==> config.mk <==
export PLATFORM = sky130hd
export DESIGN_NAME = key_debounce
export DESIGN_NICKNAME = d
export VERILOG_FILES = /design/src/rtl/key_debounce.sv
export SDC_FILE = /design/constraint.sdc
export NUM_CORES = 1
export LEC_CHECK = 0
export CORE_MARGIN = 4
export CORE_UTILIZATION = 50
export CTS_BUF_LIST = sky130_fd_sc_hd__clkbuf_4 sky130_fd_sc_hd__clkbuf_8 sky130_fd_sc_hd__clkbuf_16
export CTS_CLUSTER_DIAMETER = 40
export DETAILED_ROUTE_END_ITERATION = 10
export GPL_ROUTABILITY_DRIVEN = 0
export PLACE_DENSITY = 0.65
export SKIP_CTS_REPAIR_TIMING = 1
export SYNTH_ARGS = -nofsm -noshare
export SYNTH_HDL_FRONTEND = slang
export SYNTH_SLANG_ARGS = --single-unit
export TNS_END_PERCENT = 20
==> constraint.sdc <==
create_clock -name clk -period 1.82 [get_ports clk]
set_input_delay 0.364 -clock clk [delete_from_list [all_inputs] [get_ports clk]]
set_output_delay 0.364 -clock clk [all_outputs]
set_load 0.03 [all_outputs]
==> src/rtl/key_debounce.sv <==
// Four-channel push-button debouncer: 2-FF synchronizer, then a per-key
// four-state filter that only accepts a level after CNT_MAX stable samples.
module key_debounce #(
  parameter int CNT_MAX = 1000000,
  parameter int CNT_W   = 20
) (
  input  logic       clk,
  input  logic       rst_n,
  input  logic [3:0] key_in,
  output logic [3:0] key_out,
  output logic [3:0] key_busy
);

  typedef enum logic [1:0] {
    S_HIGH = 2'd0,
    S_FALL = 2'd1,
    S_LOW  = 2'd2,
    S_RISE = 2'd3
  } state_t;

  localparam logic [CNT_W-1:0] CNT_LAST = CNT_W'(CNT_MAX - 1);

  logic   [3:0]       sync_r1;
  logic   [3:0]       sync_r2;
  state_t             state_r [4];
  state_t             state_s [4];
  logic   [CNT_W-1:0] cnt_r   [4];
  logic   [CNT_W-1:0] cnt_s   [4];
  logic   [3:0]       key_out_r;
  logic   [3:0]       key_busy_r;
  logic   [3:0]       out_s;
  logic   [3:0]       busy_s;

  // Two-stage synchronizer; idles high so reset looks like "nothing pressed".
  always_ff @(posedge clk or negedge rst_n) begin
    if (!rst_n) begin
      sync_r1 <= 4'b1111;
      sync_r2 <= 4'b1111;
    end else begin
      sync_r1 <= key_in;
      sync_r2 <= sync_r1;
    end
  end

  // Per-key next-state, counter and output decode.
  always_comb begin
    for (int i = 0; i < 4; i++) begin
      state_s[i] = state_r[i];
      cnt_s[i]   = cnt_r[i];
      out_s[i]   = key_out_r[i];
      case (state_r[i])
        S_HIGH: begin
          if (!sync_r2[i]) begin
            state_s[i] = S_FALL;
            cnt_s[i]   = {CNT_W{1'b0}};
          end else begin
            out_s[i] = 1'b1;
          end
        end
        S_FALL: begin
          if (sync_r2[i]) begin
            state_s[i] = S_HIGH;
            cnt_s[i]   = {CNT_W{1'b0}};
          end else if (cnt_r[i] == CNT_LAST) begin
            state_s[i] = S_LOW;
            out_s[i]   = 1'b0;
            cnt_s[i]   = {CNT_W{1'b0}};
          end else begin
            cnt_s[i] = cnt_r[i] + CNT_W'(1);
          end
        end
        S_LOW: begin
          if (sync_r2[i]) begin
            state_s[i] = S_RISE;
            cnt_s[i]   = {CNT_W{1'b0}};
          end else begin
            out_s[i] = 1'b0;
          end
        end
        S_RISE: begin
          if (!sync_r2[i]) begin
            state_s[i] = S_LOW;
            cnt_s[i]   = {CNT_W{1'b0}};
          end else if (cnt_r[i] == CNT_LAST) begin
            state_s[i] = S_HIGH;
            out_s[i]   = 1'b1;
            cnt_s[i]   = {CNT_W{1'b0}};
          end else begin
            cnt_s[i] = cnt_r[i] + CNT_W'(1);
          end
        end
        default: begin
          state_s[i] = S_HIGH;
          cnt_s[i]   = {CNT_W{1'b0}};
          out_s[i]   = 1'b1;
        end
      endcase
      // Busy is registered from the next state so it tracks state_r exactly.
      busy_s[i] = (state_s[i] == S_FALL) || (state_s[i] == S_RISE);
    end
  end

  // Filter state, counters and registered outputs.
  always_ff @(posedge clk or negedge rst_n) begin
    if (!rst_n) begin
      for (int i = 0; i < 4; i++) begin
        state_r[i] <= S_HIGH;
        cnt_r[i]   <= {CNT_W{1'b0}};
      end
      key_out_r  <= 4'b1111;
      key_busy_r <= 4'b0000;
    end else begin
      for (int i = 0; i < 4; i++) begin
        state_r[i] <= state_s[i];
        cnt_r[i]   <= cnt_s[i];
      end
      key_out_r  <= out_s;
      key_busy_r <= busy_s;
    end
  end

  assign key_out  = key_out_r;
  assign key_busy = key_busy_r;

endmodule

Yosys cells after proc, flatten, opt, wreduce, memory -nomap -nowiden
Cells that the tools add are included.
{"block": "word_totals", "elab_cells": 171, "regBits": 104, "out_inout_bits": 8, "input_bits": 6}
{"block": "classes", "n_addsub": 4, "muxes": 80, "n_reduce_logical": 16, "n_eq_ne": 56}
{"operator": "20-bit two-way mux", "n": 20}
{"operator": "20-bit case mux with 4 select lines", "n": 4}
{"operator": "20-bit by 1-bit adder with 20-bit output (second input constant)", "n": 4}
{"operator": "20-bit == test (second input constant)", "n": 4}
{"operator": "2-bit != test (second input constant)", "n": 32}
{"operator": "2-bit two-way mux", "n": 24}
{"operator": "2-bit case mux with 4 select lines", "n": 4}
{"operator": "2-bit == test (second input constant)", "n": 12}
{"operator": "1-bit two-way mux", "n": 24}
{"operator": "6-bit AND reduction", "n": 4}
{"operator": "2-bit by 1-bit == test with 1-bit output (second input constant)", "n": 8}
{"operator": "1-bit case mux with 4 select lines", "n": 4}
{"operator": "2-bit logical NOT", "n": 4}
{"operator": "2-bit AND reduction", "n": 4}
{"operator": "1-bit logical OR", "n": 4}

Longest topological paths before layout
Gate-level depths: netlist of run 1.
{"block": "depth", "word_depth": 6, "mapped_depth": 8, "depth_no_buf": 7}

Least setup slack after synthesis of run 1
OpenSTA, ideal clock, no wires.
{"block": "synth_path", "kind": "flip-flop to flip-flop", "start": "reg state_r[6] (netlist bit)", "end": "reg cnt_r[68] (netlist bit)", "slack_ns": -0.192, "stages_incl_launch_ff": 9, "synth_period_minus_slack_ns": 2.012, "arrival_ns": 1.925, "n_path_buf": 1, "setup_ns": 0.087, "t_required_ns": 1.733, "cell_sequence": "dfrtp_1 > inv_1 > ha_1 > clkbuf_1 > mux2_2 > nor4_2 > nand2_1 > or3_1 > o211ai_1"}
{"block": "synth_between", "elab_chain_len": 3, "elab_cells_between_ends": 8, "cone_classes": "eq/ne (5); mux (1); reduce/logical (2)"}
{"element": "start: declaration", "line": "25", "source": "state_t state_r [4];"}
{"element": "start signal: indexed assignment", "line": "114", "source": "state_r[i] <= state_s[i];"}
{"element": "2-bit == test / 2-bit logical NOT (equally long branches)", "line": "51", "source": "case (state_r[i])"}
{"element": "2-bit != test (no source line)"}
{"element": "2-bit AND reduction (no source line)"}
{"element": "end signal: indexed assignment", "line": "108", "source": "cnt_r[i] <= {CNT_W{1'b0}};"}
{"element": "end signal: indexed assignment", "line": "115", "source": "cnt_r[i] <= cnt_s[i];"}
{"element": "end: declaration", "line": "27", "source": "logic [CNT_W-1:0] cnt_r [4];"}
Parallel ways exist; a longest one is shown, timed or not.
A chain may end at the register's enable or synchronous reset.

==> results by group, run 1 <==
Run status
  – Outcome: finished with violations
  – Violated checks: setup timing

Clock tree
  – Root Buffer: clkbuf_16
  – Clock sink total: 102
  – Htree depth: 3
  – Clock Pin Slew Worst Setup and Hold Paths: ~0.070 ns
  – CTS tree: done
  – Clock latency on the worst-skew pair: between 0.3 and 0.4 ns
  – Total CTS buffers: 9
  – CTS Buffer Depth: 2

Global routing
  – Gr ovfl total: 0
  – Initial antenna violation count: 0
  – GRT Total Usage: 0.2101
  – Vias in the first global route: between 5,000 and 6,000
  – Largest net degree at the start of global routing: 31
  – First-pass GRT wire length: approximately 23,000 um

Logic synthesis
  – EDFF count, synth: 0
  – YS warnings: 0
  – Seq/Total Area, Yosys: 0.4392
  – Synthesized instance count: 645
  – Library cells used by synthesis: 59
  – Yosys top cell by area: dfrtp_1
  – Ys async rst share: 1.000
  – Top cell type's share of synthesized area: 0.3853
  – Synth top area cells: dfrtp_1, dfstp_2, ha_1, nand2_1, nor2_1
  – Post-Syn Nets: 675
  – Ys flop type: dfrtp_1
  – FF+latch count, synth: 102
  – Post-Syn Area: 0.005846 sq mm
  – Avg Inst Size Synth: ~9.1 sq um

Floorplan
  – Effective utilization at floorplan: 0.5119
  – Die height: roughly 120 um
  – Die area: ~0.013 sq mm
  – Core area: roughly 0.011 sq mm
  – Row count: 39
  – Die width: approximately 120 um
  – I/O pins: 14

Cells and area
  – Design area: 0.008132 sq mm
  – Share of post-route cells with drive strength above 1: 0.3541
  – Most used cells in the layout excluding fill and tap cells: buf_4, dfrtp_1, nand2_1
  – Area growth, synth to finish: 39.11%
  – Finished Layout Cells: about 950
  – Inserted Diodes: 0
  – Commonest non-fill, non-tap cell in the layout: buf_4
  – Final net count: just over 800

Worst setup path
  – Crit path kind: register to register
  – Crit path max-delay cell type: or4_4
  – Worst path required time: between 2 and 2.5 ns
  – CP peak stage delay: about 0.55 ns
  – Critical path startpoint category: register
  – Crit. End Element: register
  – Crit path DAT: between 2 and 2.5 ns
  – Max Fanout on Critical Path: 5
  – Crit path cell chain: or4_4 -> nor4_4 -> nand2_1 -> a211o_1 -> o211ai_1

Routing
  – Drc violations: 0
  – Final wirelength: between 10,000 and 15,000 um
  – Vias per cell: ~5.7
  – TritonRoute pass-1 iters: 5
  – Wire per inst: between 15 and 20 um
  – Antenna Nets Post-Route: 0
  – Detailed-route via count: 5,368
  – Iter 0 DRT Violations: 340

Power
  – Pwr dens: between 900 and 1000 mW/mm^2
  – Peak supply drop: between 1 and 1.5 mV
  – Leak: about 3.5 nW

Job
  – Number of max-cap violations: 0

Placed design
  – Cells after DPL: 913
  – IO buf count: 13
  – DP HPWL: around 10000 um
  – Post-Place Cell Area: around 0.0072 sq mm

Timing
  – Relative slew slack: 0.7446
  – Fin crit period: roughly 1.9 ns
  – Max frequency: ~0.51 GHz
  – Skew final: slightly above 0.008 ns
  – Unrepaired setup endpoints after global routing: yes
  – Period utilization: 1.070
  – Worst Tran Pin Value: roughly 0.38 ns
  – Worst Setup Slack, final: -0.1278 ns
  – Final setup viols: 13
  – Final max-slew violation count: 0
  – Hold violation count in the final report: 0

Worst hold path
  – Hold Crit Class: register to register
[worst max-delay path, delay by kind of cell, from the launching register on]
kind	cells	cell delay, ns
compound gates	2	0.46
flops	1	0.39
simple gates	3	1.00
[state kept, by name, summed over array words and instances, names as in the netlist]
signal	flops
cnt_r	80
key_busy	3
key_out	4
state_r	7
sync_r1	4
sync_r2	4
[Yosys cell counts, types with 4 or more instances]
cell type / n
nor3_1: 19
nor4_1: 12
nand2b_1: 5
o21ai_0: 27
dfstp_2: 12
nand4_1: 17
a21oi_1: 24
o311ai_0: 5
o22ai_1: 7
ha_1: 24
nand3_1: 45
or2_2: 4
inv_1: 30
xnor2_1: 19
o31ai_1: 8
nor2b_1: 6
nor2_1: 73
buf_2: 6
and2_1: 4
o211ai_1: 5
nand2_1: 75
a22oi_1: 4
and3_1: 13
a22o_1: 10
or3_1: 5
xor2_1: 13
mux2_2: 5
dfrtp_1: 90
mux2i_1: 13
a21o_1: 4
clkbuf_1: 11
[report_power, final]
| group | switching (W) | internal, W |
|---|---|---|
| registers | 0.000133 | 0.00250 |
| logic | 0.00178 | 0.00169 |
| clock network | 0.000893 | 0.00111 |
[path summary, 6_finish.rpt]
path,start,end,slack (ns),cells past startpoint
max,cnt_r[47],state_r[5],-0.13,5
min,sync_r1[2],sync_r2[2],0.36,0
max reg2reg,cnt_r[47],state_r[5],-0.13,5
min reg2reg,sync_r1[2],sync_r2[2],0.36,0
max in group asynchronous,rst_n,key_out[1],0.84,3
min in group asynchronous,rst_n,state_r[2],0.42,2
[cells by family (layout without fill, tap and decap cells)]
logic type / Yosys count / count (layout) / share of synthesized area
AND/OR/NAND/NOR: 298 / 298 / 0.2539
adder cells (fa/ha/maj): 24 / 24 / 0.05137
buffers and inverters: 52 / 209 / 0.03788
AO/OA/AOI/OAI: 118 / 118 / 0.1359
multiplexers: 19 / 19 / 0.03382
XOR/XNOR: 32 / 32 / 0.04795
flip-flops: 102 / 102 / 0.4392
[metrics by stage]
stage / util / setup TNS [ns] / setup slack, ns / hold slack [ns] / total power [W]
after floorplan: - / -1.603 / -0.1021 / 0.06841 / 0.004280
after detailed placement: 0.6263 / -3.103 / -0.1576 / 0.2576 / 0.005509
after CTS: 0.6534 / -5.154 / -0.1794 / -0.1317 / 0.007537
after global routing: 0.7121 / -3.944 / -0.1918 / 0.3615 / 0.008567
after global placement: 0.6263 / -0.4091 / -0.07715 / 0.2558 / 0.005423
final: 0.7121 / -0.6942 / -0.1278 / 0.3570 / 0.008109
[cell type report]
type                    instances  area [sq um]
well taps                     143         178.9
inverters                      30         112.6
fillers                       838          3287
flip-flops and latches        102          2572
multi-input cells             491          3597
clock inverters                 6         70.07
clock buffers                  10         239.0
repair buffers                163          1361
[per-layer routing]
metal / track usage / up-vias / share of wire
met5: 0 / - / 0
met4: 0.05491 / 0 / 0.015
met3: 0.04560 / 23 / 0.029
met2: 0.3644 / 88 / 0.52
met1: 0.2675 / 2648 / 0.43
li1: - / 2609 / -
(Power assumes the default switching activity.)
==> run 2: changes to the inputs <==
CORE_MARGIN = not set   (was 4)
PLACE_DENSITY = 0.63   (was 0.65)
clock period = 2.3 ns   (was 1.82 ns; I/O delays follow)
==> run 2 against run 1 <==
  * Global-route usage increased by 1.2 points
  * Cell count is 13% lower
  * Via count is 11% lower
  * Register-to-register slack better by 0.21 ns
  * Maximum frequency shrank 12%
  * Critical path depth is 1 higher
  * Combinational power decreased by 48%
  * The run now ends clean
==> results by group, run 2 (synthesis results as in run 1) <==
Run status
  – Outcome: finished, final reports clean

Cells and area
  – Finished Core Util: 0.5806
  – Filler cell count: approximately 1,000
  – Final net count: slightly above 700
  – Commonest non-fill, non-tap cell in the layout: dfrtp_1
  – Area growth, synth to finish: 13.42%
  – Largest Register: cnt_r
  – Inserted Diodes: 0
  – Number of flip-flops in the largest register: 80
  – Most used cells in the layout excluding fill and tap cells: dfrtp_1, nand2_1, nor2_1
  – Share of post-route cells with drive strength above 1: 0.1171
  – Design area: about 0.0066 sq mm
  – Largest registers: cnt_r x80, state_r x7

Timing
  – Hold violation count in the final report: 0
  – Period utilization: 0.9625
  – Skew final: around 0.011 ns
  – Final setup viols: 0
  – Relative slew slack: 0.5747
  – Worst Tran Pin Value: 0.6321 ns
  – Unrepaired setup endpoints after global routing: yes
  – Final max-slew violation count: 0
  – Max frequency: around 0.45 GHz
  – TNS Setup: 0 ns
  – Fin crit period: around 2.2 ns

Routing
  – TritonRoute pass-1 iters: 5
  – Iter 0 DRT Violations: between 200 and 250
  – Detailed-route via count: 4,789
  – Antenna Nets Post-Route: 0
  – Drc violations: 0
  – Final wirelength: about 12,000 um
  – Vias per cell: slightly below 6
  – Wire per inst: ~15 um

Placed design
  – IO buf count: 13
  – Post-Place Cell Area: 0.006266 sq mm
  – DP HPWL: ~8600 um

Clock tree
  – Total CTS buffers: 9
  – Root Buffer: clkbuf_16
  – Clock latency on the worst-skew pair: roughly 0.35 ns
  – Clock sink total: 102
  – CTS Buffer Depth: 2
  – Htree depth: 3
  – Clock Pin Slew Worst Setup and Hold Paths: 0.06 ns
  – CTS tree: done

Job
  – Number of max-cap violations: 0

Floorplan
  – Die width: 110.1 um
  – Die height: between 100 and 150 um
  – I/O pins: 14
  – Die area: ~0.012 sq mm
  – Core area: ~0.011 sq mm
  – Row count: 39
  – Effective utilization at floorplan: 0.5119

Global routing
  – Gr ovfl total: 0
  – GRT Total Usage: 0.2218
  – Vias in the first global route: between 4,000 and 5,000
  – Largest net degree at the start of global routing: 40
  – Initial antenna violation count: 0
  – First-pass GRT wire length: 21,190 um

Worst setup path
  – Reg2Reg Launch Point: cnt_r[47]
  – Worst path required time: between 2 and 3 ns
  – Max Fanout on Critical Path: 13
  – Crit. End Element: register
  – R2R depth: 6
  – R2r setup slk: 0.09 ns
  – Crit path kind: register to register
  – Critical path startpoint category: register
  – RR Endpoint: cnt_r[56]
  – Crit path DAT: between 2 and 2.5 ns

Power
  – Leak: roughly 2.8 nW
  – Peak supply drop: 0.6877 mV
  – Pwr dens: 839.1 mW/mm^2
  – Total power: around 0.0056 W

Worst hold path
  – Hold Crit Class: input port to async pin
==> run 2: changes by cell type in the layout (fill, tap and decap cells not counted), moves of 7 or more <==
cell	change
ha_1	+14
nor4_1	+7
a21oi_1	+9
nand3_2	-8
ha_2	-10
nor2_1	+7
a21oi_2	-9
nand3_1	+10
buf_6	-12
buf_4	-103
==> run 2: layout make-up <==
type,instances,area [sq um],share of cell area
Sequential cell,102,2567,0.3872
Inverter,30,112.6,0.01698
Clock buffer,10,239.0,0.03604
Tap cell,143,178.9,0.02699
Multi-Input combinational cell,491,3074,0.4637
Clock inverter,6,85.08,0.01283
Timing Repair Buffer,44,372.9,0.05624
==> run 2: metal layers <==
| layer | part of all wire | global-route usage |
|---|---|---|
| met3 | 0.037 | 0.04292 |
| met5 | 0 | 0 |
| met2 | 0.48 | 0.3679 |
| met1 | 0.47 | 0.2869 |
| met4 | 0.014 | 0.08365 |
==> run 2: where the power goes <==
part	switching (W)	total [W]	internal (W)	leakage, nW
sequential	0.000140	0.00211	0.00197	1.37
clock	0.000671	0.00165	0.000979	0.154
combinational	0.00108	0.00180	0.000719	1.25
total	0.00189	0.00556	0.00367	2.77
==> run 2: critical path, stage by stage (launching register included) <==
cell and delay (ns):
dfrtp_1 0.42, or4_4 0.57, nor4_4 0.34, a21oi_4 0.12, buf_4 0.21, and3_1 0.17
a221o_1 0.26
==> run 2: worst max-delay path by stage <==
stage	from	to	slack, ns	cells past startpoint
after CTS	cnt_r[40]	cnt_r[52]	-0.24	6
final	cnt_r[47]	cnt_r[56]	0.09	6
after global placement	cnt_r[40]	cnt_r[52]	-0.08	6
after floorplan	state_r[6]	cnt_r[68]	0.29	8
after detailed placement	cnt_r[40]	cnt_r[48]	-0.21	6
after global routing	state_r[3]	cnt_r[33]	-0.003	8
==> run 2: stage by stage <==
| step | hold slack (ns) | instances | setup WS (ns) |
|---|---|---|---|
| global route | 0.1358 | 826 | -0.003010 |
| finish | 0.09830 | 826 | 0.08633 |
| floorplan | 0.1644 | 645 | 0.2880 |
| detailed placement | 0.3478 | 807 | -0.2074 |
| CTS | 0.1036 | 823 | -0.2377 |
| global placement | 0.3467 | 807 | -0.07884 |
==> RTL edit 1, RTL diff (settings of run 1) <==
Register the input `key_in` before use. The logic sees it one clock later.
--- a/src/rtl/key_debounce.sv
+++ b/src/rtl/key_debounce.sv
@@ -22,2 +22,8 @@
 
+  logic [3:0] key_q;
+
+  always_ff @(posedge clk) begin
+    key_q <= key_in;
+  end
+
   logic   [3:0]       sync_r1;
@@ -39,3 +45,3 @@
     end else begin
-      sync_r1 <= key_in;
+      sync_r1 <= key_q;
       sync_r2 <= sync_r1;
Function: changed (Yosys sat finds a counterexample within 4 cycles, from zero or initial values and one cycle with rst_n low).
==> RTL edit 1 against run 1 <==
  * The run still ends with negative setup slack left
  * Sequential share of layout area is 3.5 points higher
  * Synthesized area is 2.2% lower
  * Critical path depth stayed put
  * Worst setup slack better by 0.059 ns
  * Sequential cell count is 4 higher
  * Cell count is 6.2% lower
  * Highest routed layer unchanged
  * Cell area is 7.4% lower
  * Routed wire length is 9.1% lower
  * Synthesized cell count is 4.8% lower
  * Combinational power is 20% lower
  * Power is 5.8% lower
==> RTL edit 1: results (changes against run 1) <==
| Metric | Value |
|---|---|
| Status | complete, but fails checks |
| Failing checks | negative setup slack |
| Worst Slack Setup Final | -0.06926 ns (+0.05853 ns) |
| Post-synthesis cell type count | 58 (-1.7%) |
| Biggest registers after layout | cnt_r (80), state_r (7) |
| Met3 WL | 412 um (-2.1%) |
| Vias in the first global route | 4743 (-7.2%) |
| Endpoints failing setup | 12 (-1) |
| Min Hold Slack | 0.06454 ns (-0.2925 ns) |
| Wire length on met1 | 5914 um (-4.6%) |
| Global-route wire length before repair | 21990 um (-4.3%) |
| Total GRT Usage | 0.2027 (-0.007394) |
| Mux contribution to synthesized area | 0.02582 (-0.007998) |
| Post-Synth XOR/XNOR Area | 0.07505 (+0.02711) |
| Syn nets | 644 (-4.6%) |
| Initial DRC Count | 345 (+1.5%) |
| DR top layer | met4 |
| Largest net degree at the start of global routing | 103 (+230%) |
| Seq pwr | 0.00270 W (+3%) |
| WL met2 | 6604 um (-12%) |
| Seq/Total Area, Yosys | 0.4630 (+0.02381) |
| Met2 usage | 0.3364 (-0.02798) |
| Synth Area in Adders | 0.05252 (+0.001147) |
| Clk. pwr | 0.00215 W (+7%) |
| Ranking of synthesized cells by area | dfrtp_1 (39%), xor2_1 (5.8%), nor2_1 (5.7%) |
| Fill cells | 821 (-2.0%) |
| DP HPWL | 8747 um (-12%) |
| Drt pass-1 iters | 5 (unchanged) |
| Layout Skew | 0.009084 ns (+0.0009791 ns) |
| Met1 Usage GRT | 0.2681 (+0.0006473) |
| Root Driver | clkbuf_16 |
| Layout cells sized above 1 | 0.2909 (-0.06323) |
| Grt met3 use | 0.05053 (+0.004930) |
| Compound-Gate Fraction of Synth Area | 0.1028 (-0.03307) |
| Wire per inst | 14.70 um (-3.0%) |
| Hold crit path type | in -> async |
| Sw frac | 0.3285 (-0.01782) |
| Tightest Pin Transition | 0.5412 ns (+0.1612 ns) |
| Async SR Flop Fraction | 0.9623 (-0.03774) |
| Crit path max fanout | 3 (-2) |
| Setup WS pre-CTS | -0.1460 ns (+0.01161 ns) |
| Peak VDD IR | 829.5 uV (-39%) |
| Crit path DAT | 2.16 ns (-0.04 ns) |
| Antenna diode count | 0 (unchanged) |
| Worst skew pair latency | around 0.35 ns |
| Pleak | 3.344 nW (-5.1%) |
| Vias after detailed routing | 4890 (-8.9%) |
| Nets | 771 (-6.8%) |
| Port bufs | 13 (unchanged) |
| Commonest cells in the synthesized netlist | dfrtp_1 (90), nor2_1 (87), nand2_1 (66) |
-- RTL edit 1: changes by cell type in the layout (fill, tap and decap cells not counted), sizes merged, moves of 5 or more --
| cell | run 1 | this run |
|---|---|---|
| mux2i | 13 | 8 |
| nand2 | 75 | 67 |
| buf | 150 | 116 |
| nand3 | 45 | 31 |
| nor2 | 73 | 88 |
| xor2 | 13 | 38 |
| o21ai | 27 | 34 |
| a22o | 10 | 0 |
| xnor2 | 19 | 11 |
| o311ai | 5 | 0 |
| inv | 31 | 21 |
-- RTL edit 1: worst paths after layout --
check	startpoint	end	cells past startpoint
worst min register to register	key_q[2]	sync_r1[2]	0
worst max-delay path	cnt_r[28]	state_r[3]	5
min in group clk	key_q[2]	sync_r1[2]	0
worst max register to register	cnt_r[28]	state_r[3]	5
worst min-delay path	rst_n	cnt_r[20]	2
max in group asynchronous	rst_n	state_r[1]	2
-- RTL edit 1: layout make-up --
type	count	area, um2	share of cell area
Clock buffer	12	260.3	0.03457
Clock inverter	4	73.82	0.009806
Inverter	21	81.33	0.01080
Multi-Input combinational cell	475	3254	0.4323
Sequential cell	106	2649	0.3518
Tap cell	140	175.2	0.02327
Timing Repair Buffer	128	1035	0.1374
-- RTL edit 1: stage by stage --
| step | total power, W | util | instance area, um2 | instances | setup TNS (ns) |
|---|---|---|---|---|---|
| 4_1_cts | 0.007494 | 0.6512 | 7183 | 872 | -2.326 |
| 6_report | 0.007635 | 0.6825 | 7528 | 886 | -0.4095 |
| 5_1_grt | 0.008094 | 0.6825 | 7528 | 886 | -2.936 |
| 3_3_place_gp | 0.005212 | 0.6209 | 6849 | 856 | -0.2042 |
| 3_5_place_dp | 0.005303 | 0.6209 | 6849 | 856 | -0.8911 |
| 2_1_floorplan | 0.004230 | - | 5848 | 614 | -0.5112 |
==> RTL edit 2, RTL diff (flow settings as in run 1) <==
Without the edit above. Set the parameter `CNT_W` to 28 (it was 20).
--- a/src/rtl/key_debounce.sv
+++ b/src/rtl/key_debounce.sv
@@ -4,3 +4,3 @@
   parameter int CNT_MAX = 1000000,
-  parameter int CNT_W   = 20
+  parameter int CNT_W   = 28
 ) (
Formal check against the unedited RTL: same outputs for any inputs over 4 cycles, from zero or initial values and one cycle with rst_n low; that may be too few to reach the edited logic, so the function may still have changed.
==> RTL edit 2 against run 1 <==
  * The run still ends with negative setup slack left
  * Worst setup slack lost 0.10 ns
  * Cell area up 22%
  * Fmax is 4.9% lower
  * Power up 17%
  * Synthesized area grew 27%
  * Sequential cell count up 33
  * Die area increased by 25%
  * Routed wire length grew 19%
  * Cell count rose by 20%
  * Count of clock-buffer cells in the layout is 8 higher
  * Synthesized cell count rose by 20%
==> RTL edit 2: results (changes against run 1) <==
| Metric | Value |
|---|---|
| Status | complete, but fails checks |
| Failing checks | negative setup slack |
| Seq/Total Area, Yosys | 0.4580 (+0.01874) |
| Tightest Pin Transition | 0.5031 ns (+0.1231 ns) |
| Setup WS pre-CTS | -0.2959 ns (-0.1383 ns) |
| Worst Slack Setup Final | -0.2277 ns (-0.09990 ns) |
| Wire per inst | 15.08 um (-0.56%) |
| Syn nets | 801 (+19%) |
| Worst skew pair latency | 0.43 ns (+0.07 ns) |
| Global-route wire length before repair | 28630 um (+25%) |
| Endpoints failing setup | 92 (+79) |
| Commonest cells in the synthesized netlist | dfrtp_1 (123), nor2_1 (108), nand2_1 (58) |
| DP HPWL | 11650 um (+17%) |
| Crit path max fanout | 11 (+6) |
| Initial DRC Count | 333 (-2.1%) |
| Setup TNS | -12.22 ns (-11.53 ns) |
| Largest net degree at the start of global routing | 48 (+55%) |
| Pleak | 4.300 nW (+22%) |
| Crit path largest cell delay | 0.52 ns (-0.03 ns) |
| Peak VDD IR | 768.0 uV (-43%) |
| Vias per inst | 5.502 (-3.1%) |
| DP Cell Count | 1095 (+20%) |
| Biggest registers after layout | cnt_r (112), state_r (7) |
| Placed Instance Area | 0.008960 mm2 (+25%) |
| CTS H-Tree Depth | 4 (+1) |
| Layout Skew | 0.005481 ns (-0.002624 ns) |
| Mapped Cells | 771 (+20%) |
| Drt pass-1 iters | 4 (-1) |
| Ranking of synthesized cells by area | dfrtp_1 (42%), xnor2_1 (6.6%), nor2_1 (5.5%) |
| Total GRT Usage | 0.2102 (about the same) |
[RTL edit 2: path summary, 6_finish.rpt]
| check | slack, ns | depth (start not counted) | endpoint |
|---|---|---|---|
| max | -0.23 | 5 | cnt_r[109] |
| min | 0.34 | 1 | sync_r1[0] |
| max reg2reg | -0.23 | 5 | cnt_r[109] |
| min reg2reg | 0.35 | 0 | sync_r2[3] |
| max in group asynchronous | 0.75 | 3 | sync_r2[1] |
| min in group asynchronous | 0.45 | 2 | key_busy[3] |
[RTL edit 2: report_power, final]
group,internal (W),switching (W)
clock network,0.00218,0.00137
registers,0.00322,0.0000945
logic,0.00115,0.00146
[RTL edit 2: cell families after synthesis]
| logic type | synth area share |
|---|---|
| mux | 0.02415 |
| compound gates | 0.08106 |
| flops | 0.4580 |
| xor+xnor | 0.1005 |
| fa+ha+maj | 0.04053 |
| simple gates | 0.2599 |
| buf+inv | 0.03597 |
[RTL edit 2: critical path, delay by kind of cell, from the launching register on]
family	cells	cell delay, ns
AO/OA/AOI/OAI	1	0.17
flip-flops	1	0.37
AND/OR/NAND/NOR	4	1.38
[RTL edit 2: final cells by class]
cell class | count | area (um2)
multi-input cells | 581 | 4192
inverters | 31 | 116.4
well taps | 184 | 230.2
fillers | 1114 | 4588
repair buffers | 168 | 1408
clock inverters | 14 | 173.9
clock buffers | 18 | 432.9
flip-flops and latches | 135 | 3393
[RTL edit 2: layer usage]
layer | track usage | wire (um)
met1 | 0.2704 | 7834
met2 | 0.3479 | 8523
met3 | 0.04871 | 408
met4 | 0.07885 | 289
met5 | 0 | 0
[RTL edit 2: stage by stage]
| stage | total power [W] | util |
|---|---|---|
| after CTS | 0.009342 | 0.6582 |
| final | 0.009467 | 0.6843 |
| after global placement | 0.005696 | 0.6165 |
| after global routing | 0.009950 | 0.6843 |
| after detailed placement | 0.005767 | 0.6165 |
| after floorplan | 0.004883 | - |
